## src/rtl/seq_signed_multiplier.sv

```systemverilog
// Iterative shift-and-add multiplier that retires STEP multiplier bits per cycle.
// Signed operands are converted to magnitudes and the product sign is applied afterwards.
module seq_signed_multiplier #(
    parameter int WIDTH = 32,
    parameter int STEP  = 1
) (
    input  logic               clock,
    input  logic               reset,
    input  logic               in_valid,
    output logic               in_ready,
    input  logic [WIDTH-1:0]   a,
    input  logic [WIDTH-1:0]   b,
    input  logic               is_signed,
    output logic               out_valid,
    input  logic               out_ready,
    output logic [2*WIDTH-1:0] result
);

    localparam int N     = WIDTH / STEP;
    localparam int CNT_W = (N > 1) ? $clog2(N) : 1;
    localparam int PW    = 2 * WIDTH;

    localparam logic [1:0] IDLE = 2'd0;
    localparam logic [1:0] CALC = 2'd1;
    localparam logic [1:0] SIGN = 2'd2;
    localparam logic [1:0] DONE = 2'd3;

    generate
        if (WIDTH < 2 || STEP < 1 || (WIDTH % STEP) != 0) begin : g_bad_params
            $error("seq_signed_multiplier: WIDTH must be >= 2 and a multiple of STEP");
        end
    endgenerate

    logic [1:0]       state_q,  state_d;
    logic [PW-1:0]    mcand_q,  mcand_d;
    logic [WIDTH-1:0] mplier_q, mplier_d;
    logic [PW-1:0]    acc_q,    acc_d;
    logic [CNT_W-1:0] cnt_q,    cnt_d;
    logic             sign_q,   sign_d;
    logic [PW-1:0]    result_q, result_d;

    logic             a_neg;
    logic             b_neg;
    logic [WIDTH-1:0] a_mag;
    logic [WIDTH-1:0] b_mag;
    logic [STEP-1:0]  digit;
    logic [PW-1:0]    partial;

    // Negating -2^(WIDTH-1) wraps back to itself, which read unsigned is exactly 2^(WIDTH-1).
    assign a_neg = is_signed & a[WIDTH-1];
    assign b_neg = is_signed & b[WIDTH-1];
    assign a_mag = a_neg ? -a : a;
    assign b_mag = b_neg ? -b : b;

    // The multiplicand register is pre-shifted to the current bit offset each iteration.
    assign digit   = mplier_q[STEP-1:0];
    assign partial = mcand_q * PW'(digit);

    assign in_ready  = (state_q == IDLE);
    assign out_valid = (state_q == DONE);
    assign result    = result_q;

    always_comb begin
        // NOTE: every next-state signal defaults to its register so no path leaves it unassigned (no latch).
        state_d  = state_q;
        mcand_d  = mcand_q;
        mplier_d = mplier_q;
        acc_d    = acc_q;
        cnt_d    = cnt_q;
        sign_d   = sign_q;
        result_d = result_q;

        case (state_q)
            IDLE: begin
                if (in_valid) begin
                    state_d  = CALC;
                    mcand_d  = PW'(a_mag);
                    mplier_d = b_mag;
                    sign_d   = a_neg ^ b_neg;
                    acc_d    = '0;
                    cnt_d    = '0;
                end
            end
            CALC: begin
                acc_d    = acc_q + partial;
                mplier_d = mplier_q >> STEP;
                mcand_d  = mcand_q << STEP;
                cnt_d    = cnt_q + CNT_W'(1);
                if (cnt_q == CNT_W'(N - 1)) begin
                    state_d = SIGN;
                end
            end
            SIGN: begin
                result_d = sign_q ? -acc_q : acc_q;
                state_d  = DONE;
            end
            DONE: begin
                if (out_ready) begin
                    state_d = IDLE;
                end
            end
            default: state_d = IDLE;
        endcase
    end

    always_ff @(posedge clock) begin
        // NOTE: registers use non-blocking assignments so every flop samples pre-edge values.
        if (reset) begin
            state_q  <= IDLE;
            mcand_q  <= '0;
            mplier_q <= '0;
            acc_q    <= '0;
            cnt_q    <= '0;
            sign_q   <= 1'b0;
            result_q <= '0;
        end else begin
            state_q  <= state_d;
            mcand_q  <= mcand_d;
            mplier_q <= mplier_d;
            acc_q    <= acc_d;
            cnt_q    <= cnt_d;
            sign_q   <= sign_d;
            result_q <= result_d;
        end
    end

endmodule

```

## config.mk

```make
export PLATFORM = sky130hd
export DESIGN_NAME = seq_signed_multiplier
export DESIGN_NICKNAME = d
export VERILOG_FILES = /design/src/rtl/seq_signed_multiplier.sv
export SDC_FILE = /design/constraint.sdc
export NUM_CORES = 1
export LEC_CHECK = 0
export ABC_AREA = 1
export BUFFER_PORTS_ARGS = -buffer_cell sky130_fd_sc_hd__buf_4
export CAP_MARGIN = 0
export CORE_AREA = 2 2 235 237
export CTS_BUF_LIST = sky130_fd_sc_hd__clkbuf_2
export CTS_CLUSTER_DIAMETER = 30
export CTS_CLUSTER_SIZE = 28
export DETAILED_ROUTE_END_ITERATION = 16
export DIE_AREA = 0 0 237 239
export SYNTH_ARGS = -nofsm -noshare
export SYNTH_HDL_FRONTEND = slang
export SYNTH_SLANG_ARGS = --single-unit
```

## constraint.sdc

```tcl
create_clock -name clock -period 6.7 [get_ports clock]
set_clock_uncertainty 0.15 [all_clocks]
set_input_delay 1.005 -clock clock [delete_from_list [all_inputs] [get_ports clock]]
set_output_delay 1.005 -clock clock [all_outputs]
set_load 0.01 [all_outputs]
```

==> results.json <==
{
  "setup.worst_path.end_class": "flip-flop",
  "cts-htree-levels": 3,
  "worstSetupPathType": "flip-flop to flip-flop",
  "port_buffers": 134,
  "initial_core_util_pct": 34.53,
  "synth_edf_count": 0,
  "placed_area_um2": 20340,
  "drive_gt1_share_pct": 7.981,
  "ys_ff_latch": 232,
  "core_um2": 54340,
  "worst_slew_margin_rel_pct": 29.94,
  "peakVddDrop_uv": 146.8,
  "pin_count": 135,
  "dpl.hpwl_mm": 49.10,
  "worstSkewPairLatency_ns": 1.02,
  "crit_top_cell": "nand2_1",
  "max_slew.worst_pin.slew_ns": 1.051,
  "synth_area_um2": 18760,
  "cts-root-buf": "clkbuf_2",
  "clock_path_buffers": 3,
  "status": "finished clean",
  "synthTopCellsByArea": "dfxtp_1, nand2_1, inv_1, nor2_1, a21oi_1",
  "cts_tree": "built",
  "cts_sinks": 232,
  "grt_max_degree": 146,
  "post_drt_wl_per_cell_um": 14.84,
  "setup_viol": 0,
  "cap_violations": 0,
  "design_area_um2": 21180,
  "post-route-period-util_pct": 53.19,
  "fin_util_pct": 38.97,
  "drt-initial-drc-count": 1683,
  "finalCriticalPeriod_ns": 3.564,
  "critPathMaxStageDelay_ns": 0.82,
  "antenna_found_initial": 1,
  "arrival_ns": 4.21,
  "dieWidth_um": 237,
  "powerDensity_nw_per_um2": 256.3,
  "synth_ff_type": "dfxtp_1",
  "rsz0062_at_grt": "no",
  "worstPathCellList": "buf_4 > nand2_1 > inv_1 > ha_1 > inv_1 > fa_1 > nor2_1 > nand2_1 > nand3_1 > nand2_1 > nand2_1 > nand2_1 > nand2_1 > nand2_1 > nand2_1 > nand2_1 > nand3_1 > a21oi_1",
  "hold_viol_final": 0,
  "fin_nets": 3637,
  "p_leak_uw": 0.01164,
  "yosys.area.top_type": "dfxtp_1",
  "vias_per_cell": 4.844,
  "ys_async_sr_fraction_pct": 0,
  "gp_congestion": 0.9399,
  "hold_depth": 3,
  "die_area_um2": 56640,
  "synth.most_common_cell": "nand2_1",
  "ys_seq_area_share_pct": 24.75,
  "drt_first_pass_iters": 8,
  "synthCells": 3385,
  "synth_nets": 3527,
  "vias": 20601,
  "drc": 0,
  "numCtsBuffers": 69,
  "slowest_stage": "dfxtp_2",
  "ys_warn_count": 0,
  "grt_overflow": 0,
  "synth_top_cell_area_share_pct": 24.75,
  "grt_pass1_wl_mm": 101.2,
  "syn_avg_cell_area_um2": 5.543,
  "grt_pass1_vias": 19225,
  "finalWirelength_mm": 63.10,
  "cp_data_required_time_ns": 7.35,
  "row_count": 86,
  "r2r_cells": 18,
  "cp-start-kind": "flip-flop",
  "slew_violations": 0,
  "netlist_top_cells_count": "nand2_1, inv_1, nor2_1, a21oi_1, dfxtp_1",
  "drtAntennaViolNets": 0,
  "die_h_um": 239,
  "postCtsSetupRepairBufs": 0,
  "clkTransAtPathRegs_ns": 0.09,
  "fmax_mhz": 280.6,
  "path_max_fanout": 40,
  "global_route.usage.total_pct": 22.33,
  "hold_path.class": "primary input to flip-flop",
  "setup_tns_ns": 0,
  "synth_cell_type_count": 45,
  "syn_to_final_growth_pct": 12.86
}
[power breakdown]
group          total (µW)  leakage (µW)  switching [µW]  internal, µW
Clock                1400      0.000534             699           698
Sequential           1840       0.00189             197          1640
Combinational        2190       0.00922            1460           727
Total                5430        0.0116            2360          3070
[state kept, by name, summed over array words and instances, names as in the netlist]
register / cells
acc_q: 64
sign_q: 1
result: 64
cnt_q: 5
state_q: 2
mplier_q: 32
mcand_q: 64
[path summary, 6_finish.rpt]
path / from / to / slack [ns]
setup / recovery: mplier_q[0] / acc_q[62] / 3.14
hold / removal: b[31] / mplier_q[31] / 0.18
setup reg to reg: mplier_q[0] / acc_q[62] / 3.14
hold reg to reg: mcand_q[32] / mcand_q[33] / 0.29
[logic make-up after synthesis]
kind of cell               after synthesis  share of synthesized area [%]
AOI/OAI and AO/OA                      499                          14.64
xor gates and xnor gates                52                          2.427
adders and majority gates               73                          4.908
buffers and inverters                  685                          13.84
DFF                                    232                          24.75
and+or+nand+nor                       1844                          39.43
[area by class of cell]
type,count,area [µm²]
Sequential cell,232,4647
Tap cell,704,880.8
Timing Repair Buffer,146,1102
Clock buffer,80,400.4
Clock inverter,42,421.7
Antenna cell,3,7.507
Inverter,578,2175
Fill cell,6180,33160
Multi-Input combinational cell,2468,11540
[what timing repair did]
action / in CTS / in global routing
hold buffers: 1 / 0
gates resized for setup: 0 / 0
endpoints found under the hold margin: 1 / 0
[stage by stage]
stage | cells | setup slack, ns | hold slack, ns | power, µW
after floorplan | 3385 | 3.960 | 0.2903 | 3323
after global placement | 4127 | 3.155 | 0.3040 | 4057
after detailed placement | 4127 | 3.119 | 0.3052 | 4070
after CTS | 4250 | 3.118 | 0.03067 | 5500
after global routing | 4252 | 2.793 | 0.1104 | 5855
final | 4253 | 3.136 | 0.1825 | 5427
[per-layer routing]
layer | share of wire [%] | GRT usage [%] | routed length [µm]
met1 | 47 | 29.85 | 29740
met4 | 2.9 | 8.343 | 1811
met3 | 5.6 | 3.245 | 3516
met2 | 44 | 36.39 | 28030
met5 | 0 | 0 | 0
[layout by cell type, fill, tap and decap left out, types with 17 or more instances in the layout]
master    synthesis  layout
clkbuf_2          0      80
buf_4             0     144
nor3_1           37      37
nand3_1         182     182
ha_1             72      71
o21ai_0         134     134
clkinv_1          3      21
nand2_1        1158    1158
xor2_1           44      44
nor2_1          399     398
a21oi_1         271     271
o221ai_1         17      17
inv_1           572     572
nand4_1          30      30
dfxtp_1         232     230
o211ai_1         42      42
[critical path: cells and delay by family, from the launching register on]
| kind | cells | cell delay [ns] |
|---|---|---|
| AOI/OAI and AO/OA | 1 | 0.08 |
| adders and majority gates | 2 | 0.57 |
| buffers and inverters | 3 | 0.51 |
| DFF | 1 | 0.82 |
| and+or+nand+nor | 12 | 1.30 |
Note: power is estimated with default switching activity, not from simulation.
